`src/rtl/trng_pkg.sv`:
```
// Shared types and constants for the TRNG capture-and-stream path.
package trng_pkg;

  typedef enum logic [2:0] {IDLE, LOAD, SEND, ARM, WAIT} stream_state_t;
  typedef enum logic {MODE_ASCII, MODE_RAW} stream_mode_t;

  localparam logic [7:0] ASCII_ZERO = 8'h30;
  localparam logic [7:0] ASCII_ONE  = 8'h31;

endpackage

```
`src/rtl/sync_fifo.sv`:
```
// Single-clock show-ahead FIFO with registered push/pop; DEPTH must be a power of 2.
module sync_fifo #(
  parameter int WIDTH = 8,
  parameter int DEPTH = 16
) (
  input  logic             clock,
  input  logic             reset,
  input  logic             push,
  input  logic             pop,
  input  logic [WIDTH-1:0] din,
  output logic [WIDTH-1:0] dout,
  output logic             full,
  output logic             empty
);

  localparam int AW = (DEPTH > 1) ? $clog2(DEPTH) : 1;

  logic [AW:0]      wr_ptr_q, wr_ptr_d;
  logic [AW:0]      rd_ptr_q, rd_ptr_d;
  logic [WIDTH-1:0] mem_q [DEPTH];
  logic             do_push, do_pop;

  // Extra pointer MSB distinguishes full from empty when the indices match.
  always_comb begin
    empty    = (wr_ptr_q == rd_ptr_q);
    full     = (wr_ptr_q[AW] != rd_ptr_q[AW]) && (wr_ptr_q[AW-1:0] == rd_ptr_q[AW-1:0]);
    do_pop   = pop && !empty;
    do_push  = push && (!full || do_pop);
    wr_ptr_d = do_push ? wr_ptr_q + 1'b1 : wr_ptr_q;
    rd_ptr_d = do_pop  ? rd_ptr_q + 1'b1 : rd_ptr_q;
  end

  always_ff @(posedge clock or posedge reset) begin
    if (reset) begin
      wr_ptr_q <= '0;
      rd_ptr_q <= '0;
    end else begin
      wr_ptr_q <= wr_ptr_d;
      rd_ptr_q <= rd_ptr_d;
    end
  end

  always_ff @(posedge clock) begin
    if (do_push) begin
      mem_q[wr_ptr_q[AW-1:0]] <= din;
    end
  end

  assign dout = mem_q[rd_ptr_q[AW-1:0]];

endmodule

```
`src/rtl/trng_stream_ctrl.sv`:
```
// Captures TRNG words on a divided-rate enable into a FIFO and streams
// them to the UART as ASCII bit characters or raw bytes.
module trng_stream_ctrl
  import trng_pkg::*;
#(
  parameter int WORD_WIDTH = 8,
  parameter int TOTAL_BITS = 1000000,
  parameter int FIFO_DEPTH = 16,
  parameter int SAMPLE_DIV = 4
) (
  input  logic                  clock,
  input  logic                  reset,
  input  logic                  start,
  input  logic                  mode,
  input  logic [WORD_WIDTH-1:0] word_in,
  input  logic                  tx_busy,
  output logic [7:0]            tx_data,
  output logic                  tx_wr,
  output logic                  busy,
  output logic                  done,
  output logic                  overflow
);

  localparam int NWORDS = TOTAL_BITS / WORD_WIDTH;
  localparam int PCW    = $clog2(NWORDS + 1);
  localparam int BIW    = (WORD_WIDTH > 1) ? $clog2(WORD_WIDTH) : 1;
  localparam int SCW    = (SAMPLE_DIV > 1) ? $clog2(SAMPLE_DIV) : 1;

  stream_state_t         state_q, state_d;
  stream_mode_t          mode_q, mode_d;
  logic [PCW-1:0]        push_cnt_q, push_cnt_d;
  logic [SCW-1:0]        samp_cnt_q, samp_cnt_d;
  logic [BIW-1:0]        byte_idx_q, byte_idx_d;
  logic [WORD_WIDTH-1:0] shift_q, shift_d;
  logic                  busy_q, busy_d;
  logic                  overflow_q, overflow_d;

  logic                  start_acc, producing, sample_wrap, all_pushed, last_byte;
  logic                  fifo_push, fifo_pop, fifo_full, fifo_empty;
  logic [WORD_WIDTH-1:0] fifo_dout;
  logic [7:0]            raw_byte;

  sync_fifo #(
    .WIDTH (WORD_WIDTH),
    .DEPTH (FIFO_DEPTH)
  ) u_fifo (
    .clock (clock),
    .reset (reset),
    .push  (fifo_push),
    .pop   (fifo_pop),
    .din   (word_in),
    .dout  (fifo_dout),
    .full  (fifo_full),
    .empty (fifo_empty)
  );

  // Raw mode requires WORD_WIDTH to be a byte multiple; narrower words only stream ASCII.
  generate
    if (WORD_WIDTH >= 8) begin : g_raw
      assign raw_byte = shift_q[WORD_WIDTH-1 -: 8];
    end else begin : g_no_raw
      assign raw_byte = 8'h00;
    end
  endgenerate

  always_comb begin
    start_acc   = start && !busy_q;
    all_pushed  = (push_cnt_q == PCW'(NWORDS));
    producing   = busy_q && !all_pushed;
    sample_wrap = producing && (samp_cnt_q == SCW'(SAMPLE_DIV - 1));
    fifo_pop    = (state_q == LOAD) && !fifo_empty;
    // A pop in the same cycle frees the slot, so a full FIFO still accepts the push.
    fifo_push   = sample_wrap && (!fifo_full || fifo_pop);
    last_byte   = (mode_q == MODE_RAW) ? (byte_idx_q == BIW'(WORD_WIDTH / 8 - 1))
                                       : (byte_idx_q == BIW'(WORD_WIDTH - 1));
  end

  always_ff @(posedge clock or posedge reset) begin
    if (reset) begin
      state_q    <= IDLE;
      mode_q     <= MODE_ASCII;
      push_cnt_q <= '0;
      samp_cnt_q <= '0;
      byte_idx_q <= '0;
      shift_q    <= '0;
      busy_q     <= 1'b0;
      overflow_q <= 1'b0;
    end else begin
      state_q    <= state_d;
      mode_q     <= mode_d;
      push_cnt_q <= push_cnt_d;
      samp_cnt_q <= samp_cnt_d;
      byte_idx_q <= byte_idx_d;
      shift_q    <= shift_d;
      busy_q     <= busy_d;
      overflow_q <= overflow_d;
    end
  end

  always_comb begin
    state_d    = state_q;
    mode_d     = mode_q;
    push_cnt_d = push_cnt_q;
    samp_cnt_d = samp_cnt_q;
    byte_idx_d = byte_idx_q;
    shift_d    = shift_q;
    busy_d     = busy_q;
    overflow_d = overflow_q;

    if (start_acc) begin
      mode_d     = stream_mode_t'(mode);
      push_cnt_d = '0;
      samp_cnt_d = '0;
      overflow_d = 1'b0;
      busy_d     = 1'b1;
    end else if (producing) begin
      samp_cnt_d = sample_wrap ? '0 : samp_cnt_q + 1'b1;
      if (fifo_push) begin
        push_cnt_d = push_cnt_q + 1'b1;
      end else if (sample_wrap) begin
        overflow_d = 1'b1;
      end
    end

    case (state_q)
      IDLE: begin
        if (start_acc) state_d = LOAD;
      end
      LOAD: begin
        if (!fifo_empty) begin
          shift_d    = fifo_dout;
          byte_idx_d = '0;
          state_d    = SEND;
        end else if (all_pushed) begin
          busy_d  = 1'b0;
          state_d = IDLE;
        end
      end
      SEND: state_d = ARM;
      ARM:  state_d = WAIT;
      WAIT: begin
        if (!tx_busy) begin
          if (last_byte) begin
            state_d = LOAD;
          end else begin
            byte_idx_d = byte_idx_q + 1'b1;
            shift_d    = (mode_q == MODE_RAW) ? (shift_q << 8) : (shift_q << 1);
            state_d    = SEND;
          end
        end
      end
      default: state_d = IDLE;
    endcase
  end

  always_comb begin
    tx_wr    = (state_q == SEND);
    tx_data  = 8'h00;
    if (tx_wr) begin
      tx_data = (mode_q == MODE_RAW) ? raw_byte
                                     : (shift_q[WORD_WIDTH-1] ? ASCII_ONE : ASCII_ZERO);
    end
    done     = (state_q == LOAD) && fifo_empty && all_pushed;
    busy     = busy_q;
    overflow = overflow_q;
  end

endmodule
```
`config.mk`:
```
export PLATFORM = sky130hd
export DESIGN_NAME = trng_stream_ctrl
export DESIGN_NICKNAME = d
export VERILOG_FILES = /design/src/rtl/trng_pkg.sv /design/src/rtl/sync_fifo.sv /design/src/rtl/trng_stream_ctrl.sv
export SDC_FILE = /design/constraint.sdc
export NUM_CORES = 1
export LEC_CHECK = 0
export ABC_AREA = 1
export ABC_CLOCK_PERIOD_IN_PS = 2310
export BUFFER_PORTS_ARGS = -buffer_cell sky130_fd_sc_hd__buf_2
export CORE_ASPECT_RATIO = 1.2
export CORE_MARGIN = 10
export CORE_UTILIZATION = 25
export DETAILED_ROUTE_END_ITERATION = 8
export PLACE_DENSITY = 0.48
export SYNTH_ARGS = -nofsm -noshare
export SYNTH_HDL_FRONTEND = slang
export SYNTH_HIERARCHICAL = 1
export SYNTH_SLANG_ARGS = --single-unit
export TNS_END_PERCENT = 20
```
`constraint.sdc`:
```
create_clock -name clock -period 2.31 [get_ports clock]
set_input_delay 0.3465 -clock clock [delete_from_list [all_inputs] [get_ports clock]]
set_output_delay 0.3465 -clock clock [all_outputs]
set_load 0.005 [all_outputs]
```
== Yosys cells after proc, flatten, opt, wreduce, memory -nomap -nowiden ==
Memories as Yosys holds them, arrays and structs flattened.
Cells that the tools add are included.

* $add $sub $neg: 5
* $mul: 0
* Divide/modulo/power cells: 0
* $lt $le $gt $ge: 0
* Equal/unequal tests: 16
* Shift-type cells: 0
* Muxes and demuxes: 35
* Bitwise operators: 0
* Reduce and logical (&&, ||, !) cells: 26

{| class="wikitable"
|+ Operator list
! kind !! count
|-
| $mux W17 || 3
|-
| $mux W8 || 6
|-
| $mux W3 || 7
|-
| $add A17 B1 Y17 const B || 1
|-
| $eq A17 B17 Y1 const B || 1
|-
| $pmux W8 S2 || 1
|-
| $pmux W3 S5 || 1
|-
| $mux W1 || 12
|-
| $add A5 B1 Y5 const B || 2
|-
| $logic_and A1 B1 Y1 || 10
|-
| $ne A2 B2 Y1 const B || 5
|-
| $mux W2 || 4
|-
| $reduce_bool A2 Y1 || 4
|-
| $eq A3 B2 Y1 const B || 2
|-
| $eq A3 B3 Y1 const B || 2
|-
| $logic_not A3 Y1 || 2
|-
| $pmux W3 S2 || 1
|-
| $reduce_and A3 Y1 || 2
|-
| $eq A5 B5 Y1 || 1
|-
| $eq A4 B4 Y1 || 1
|-
| $logic_not A1 Y1 || 4
|-
| $reduce_and A4 Y1 || 1
|-
| $add A3 B1 Y3 const B || 1
|-
| $eq A3 B1 Y1 const B || 1
|-
| 6 further kinds || 7
|}

* Register bits after elaboration: 46
* Bits in latches: 0
* Memory bits (writable): 128
* Bits in read-only memories: 0
* Word-level logic and storage cells: 93
* Memories kept: 1

{| class="wikitable"
|+ Memories
! memory !! depth !! width !! read ports !! clocked after memory_dff !! wr ports !! RTL line !! source
|-
| u_fifo.mem_q || 16 || 8 || 1 || 0 || 1 || sync_fifo.sv:20 || <nowiki>logic [WIDTH-1:0] mem_q [DEPTH];</nowiki>
|}

== Depth between registers and ports, before layout ==
* Depth after elaboration: 8
* Depth in mapped cells: 16

== Cells and area by module ==
Netlist, hierarchy kept.

{| class="wikitable"
|+ By module, submodules not included
! module !! instances !! cells an instance !! area an instance (um2) !! sequential area each (um2)
|-
| sync_fifo || 1 || 512 || 5,849.4 || 4,093.9
|-
| trng_stream_ctrl || 1 || 344 || 2,322.2 || 900.9
|}

== Worst setup path before layout ==
OpenSTA, ideal clock, no wires.

* Path type: reg2reg
* Start: reg u_fifo.wr_ptr_q[2]
* End: mem u_fifo.mem_q[12][0], enable pin
* Data arrival time: 2.126 ns
* Required time: 1.940 ns
* Setup slack: -0.186 ns
* Stages on the path, launching flop included: 16
* Buffers on the path: 2
* Clock period less this slack: 2.496 ns
* Path through: dfrtp_1 buf_2 inv_1 nand2_1 nand2_1 nor2_4 nand3_1 inv_1 inv_1 nand3_2 nand2_2 nand4_4 inv_1 nand2_2 buf_4 nor2_1

* Cells in the longest elaborated chain, start to end: 8

{| class="wikitable"
|+ Ends and longest elaborated chain
! element !! RTL line !! source
|-
| start, declared || sync_fifo.sv:18 || <nowiki>logic [AW:0] wr_ptr_q, wr_ptr_d;</nowiki>
|-
| start signal, assigned || sync_fifo.sv:38 || <nowiki>wr_ptr_q <= wr_ptr_d;</nowiki>
|-
| $eq A5 B5 Y1 || sync_fifo.sv:25 || <nowiki>empty = (wr_ptr_q == rd_ptr_q);</nowiki>
|-
| via fifo_empty || trng_stream_ctrl.sv:39 || <nowiki>logic fifo_push, fifo_pop, fifo_full, fifo_empty;</nowiki>
|-
| $logic_not A1 Y1 || trng_stream_ctrl.sv:71 || <nowiki>fifo_pop = (state_q == LOAD) && !fifo_empty;</nowiki>
|-
| $logic_and A1 B1 Y1 || trng_stream_ctrl.sv:71 ||
|-
| $logic_or A1 B1 Y1 || trng_stream_ctrl.sv:73 || <nowiki>fifo_push = sample_wrap && (!fifo_full || fifo_pop);</nowiki>
|-
| $logic_and A1 B1 Y1 || trng_stream_ctrl.sv:73 ||
|-
| via fifo_push || trng_stream_ctrl.sv:39 ||
|-
| $logic_and A1 B1 Y1 || sync_fifo.sv:28 || <nowiki>do_push = push && (!full || do_pop);</nowiki>
|-
| $mux W1 || sync_fifo.sv:44 || <nowiki>if (do_push) begin</nowiki>
|-
| $mux W1 (implied by the code) || sync_fifo.sv:45 || <nowiki>mem_q[wr_ptr_q[AW-1:0]] <= din;</nowiki>
|-
| end, declared || sync_fifo.sv:20 ||
|}

The timed path passes the listed nets, and every way through them passes these cells.

== Final worst setup path ==
* Start: reg u_fifo.wr_ptr_q[0]
* End: out done

* Cells in the longest elaborated chain, start to end: 3

{| class="wikitable"
|+ Ends and longest elaborated chain
! element !! RTL line !! source
|-
| $eq A5 B5 Y1 || sync_fifo.sv:25 ||
|-
| via fifo_empty || trng_stream_ctrl.sv:39 ||
|-
| $logic_and A1 B1 Y1 (2 in series) || trng_stream_ctrl.sv:163 || <nowiki>done = (state_q == LOAD) && fifo_empty && all_pushed;</nowiki>
|-
| end, declared || trng_stream_ctrl.sv:20 || <nowiki>output logic done,</nowiki>
|}

The timed path passes the listed nets, and every way through them passes these cells.

==> results by group <==
Clocking
  • Num CTS Buffers: 17
  • Root Driver: clkbuf_16
  • Max Root-Sink Buffers: 2
  • Clock Pin Slew Worst Setup and Hold Paths: 0.07 ns
  • CTS tree: done
  • # Post-CTS Setup Buffers: 0
  • H-Tree Depth: 4
  • Worst skew pair latency: 0.44 ns
  • CTS Sinks: 174

Global routing
  • Overall Global Routing Usage: 11.0%
  • Initial antenna violation count: 0
  • Largest net degree at the start of global routing: 68
  • First-pass GRT wire length: 34.3 mm
  • Total gr overflow: 0
  • Vias in the first global route: 6072

Pwr
  • Net Sw Power: 0.00483 W
  • Sequential share of power: 35.5%
  • Cell area power density: 1220 mW/mm2
  • P_leak: 3.73 nW
  • Worst vdd ir: 0.548 mV
  • Comb pwr share: 39.0%
  • Internal power: 0.00691 W
  • Sw Share: 41.1%
  • Clock power share: 25.5%

Timing
  • Pins Over Slew Limit: 0
  • Measured slew at the worst slew-check pin: 0.546 ns
  • Fmax: 452 MHz
  • Period utilization: 95.8%
  • Finish-stage setup viols: 0
  • Tmin final: 2.21 ns
  • Final hold vios: 0
  • Clock Skews: 0.0164 ns
  • RSZ-0062 raised after global routing: yes
  • Final setup margin: 0.0974 ns
  • Max-slew headroom: 63.5%

Route
  • 1st-pass router iterations: 5
  • WL final: 21.7 mm
  • Routed vias: 5908
  • DRC violations left: 0
  • Antenna viol nets, final: 0
  • Drt initial violations: 511
  • WL/cell: 16.5 um
  • Via density: 4.48

Worst setup path
  • Critical R2R Launch: u_fifo/wr_ptr_q[1]
  • CP required: 1.96 ns
  • Crit path arrival time: 1.87 ns
  • Worst reg-to-reg path cell count: 15
  • Critical path origin: u_fifo/wr_ptr_q[0]
  • Slowest stage delay, CP: 0.45 ns
  • Worst-path cell chain: inv_1 -> nand2_1 -> nand2_1 -> nor2_4 -> nand3_1 -> inv_1 -> nand3_1 -> nor2_2 -> buf_2
  • Worst Path Max Fanout: 6
  • Crit path buf inv count: 3
  • CP Capture Point: done
  • Reg-to-Reg End: u_fifo/mem_q[6][4]
  • Worst setup EP type: output port
  • Critical path's slowest cell: dfrtp_1
  • Kind of critical path: reg -> out
  • CP delay by family, top: simple AND/OR/NAND/NOR gates
  • Reg2Reg Setup Slack: 0.15 ns
  • WP depth: 9
  • CP Launch Type: flop

Layout
  • Layout cells sized above 1: 15.1%
  • Post-route cell area: 0.00960 mm2
  • Ant. Diodes: 0
  • # nets final: 924
  • Area Growth Syn to Fin: 17.5%
  • Final non-filler cell total: 1320

Synth
  • Top_reg_cell synth: edfxtp_1
  • Register area share after synthesis: 61.1%
  • Mapped Cells: 856
  • Post-synth ARST share: 26.4%
  • Post-synth EDFFs: 128
  • Synthesized area: 0.00817 mm2
  • Synth top area cells: edfxtp_1, dfrtp_1, nand2_1
  • Synth Warn #: 6
  • Top-area cell type share of the netlist area: 47.0%
  • Most frequent cell after synthesis: nand2_1
  • Cell variety after synth: 34
  • Synth Area per Inst: 9.55 um2
  • Syn Nets: 880
  • Register bit count reported by yosys: 174
  • Top cells by count, synth: nand2_1, nor2_1, edfxtp_1
  • Synth area leader: edfxtp_1

Die
  • Height of the die: 218 um
  • Row count: 72
  • Die W: 185 um
  • Initial Util: 25.3%
  • I/O pin total: 25
  • DIE AREA: 0.0403 mm2
  • CORE AREA: 0.0323 mm2

Hold path
  • Min-Delay Path Class: in -> reg

Outcome
  • Status: completed

Placement
  • Placed cell areas: 0.00894 mm2
  • I/O Buffers: 24
  • Gp weighted congestion: 0.816
  • DP Cell Count: 1287
  • Detail Placement HPWL: 14.4 mm
  • Placement Setup Slack: 0.0329 ns

Flow run
  • Max_cap viols: 0
[what timing repair did]
item,4_1_cts,5_1_grt
endpoints found under the setup margin,0,50
resized for setup,0,8
hold endpoints to repair,10,0
hold buffers,1,0
[worst reg2reg max path, stage by stage, from the launching register on]
cell	delay, ns
dfrtp_1	0.42
inv_1	0.12
nand2_1	0.06
nand2_1	0.10
nor2_4	0.04
nand3_1	0.09
inv_1	0.07
inv_1	0.06
nand3_2	0.07
nand2_2	0.09
nand4_4	0.10
inv_1	0.10
nand2_2	0.07
buf_12	0.18
nor2_2	0.12
buf_4	0.17
[per-stage QoR]
step                      total power (W)  TNS, ns  util (%)  hold slack (ns)
after floorplan                   0.00732    -5.13         -            0.187
after global placement            0.00877        0      27.7            0.385
after detailed placement          0.00878        0      27.7            0.369
after CTS                          0.0118        0      29.7            0.139
after global routing               0.0126  -0.0724      29.8            0.160
final                              0.0117        0      29.8            0.162
[power groups by stage]
stage          logic, W  registers [W]  clock network (W)
2_1_floorplan   0.00316        0.00415                  0
3_3_place_gp    0.00454        0.00423                  0
3_5_place_dp    0.00456        0.00423                  0
4_1_cts         0.00458        0.00416            0.00307
5_1_grt         0.00513        0.00421            0.00321
6_report        0.00458        0.00416            0.00299
[state kept, by name, summed over array words and instances (netlist names)]
register         count
raw_byte             8
mode_q               1
overflow             1
samp_cnt_q           2
push_cnt_q          17
state_q              3
u_fifo/rd_ptr_q      5
u_fifo/mem_q       128
byte_idx_q           3
busy                 1
u_fifo/wr_ptr_q      5
[kinds of logic (layout without fill, tap and decap cells)]
group	count (synthesis)	after routing	synth area share, %
compound gates	137	137	9.19
xor+xnor	11	11	1.18
fa+ha+maj	11	11	1.68
buf+inv	94	151	5.02
flops	174	174	61.1
simple gates	429	429	21.8
[worst min-delay path by stage]
stage               startpoint            endpoint  slack (ns)  cells past startpoint
CTS                      start                busy        0.14                      3
floorplan                reset  u_fifo/rd_ptr_q[0]        0.19                      1
detailed placement       reset  u_fifo/wr_ptr_q[4]        0.37                      2
global placement         reset  u_fifo/wr_ptr_q[4]        0.39                      2
global route             start                busy        0.16                      3
finish                   start                busy        0.16                      3
[metal layers]
metal,GRT usage [%],part of all wire (%),up-vias
met5,0,0,-
met4,2.74,1.2,0
met3,2.03,3.1,23
met2,19.3,51,132
met1,13.7,45,2811
li1,-,-,2942
[area by class of cell]
| cell class | instances | area, um2 |
|---|---|---|
| clock buffer | 17 | 425 |
| clock inverter | 15 | 191 |
| inverter | 60 | 225 |
| sequential | 174 | 5000 |
| tap | 407 | 509 |
| multi-input combinational | 588 | 2840 |
| fill | 3361 | 22700 |
| timing repair buffer | 59 | 414 |
[cell usage in the layout, fill, tap and decap left out, drive strengths merged]
cell,netlist,routed
a21oi,7,7
buf,23,58
bufinv,0,1
clkbuf,11,17
clkinv,1,7
dfrtp,46,46
dlygate4sd3,0,1
edfxtp,128,128
ha,11,11
inv,59,67
nand2,209,209
nand3,42,42
nand4,7,7
nor2,167,167
nor3,2,2
nor3b,1,1
o211ai,16,16
o21ai,101,101
o21bai,4,4
o22ai,9,9
or2,1,1
xnor2,4,4
xor2,7,7
(Power assumes the default switching activity.)
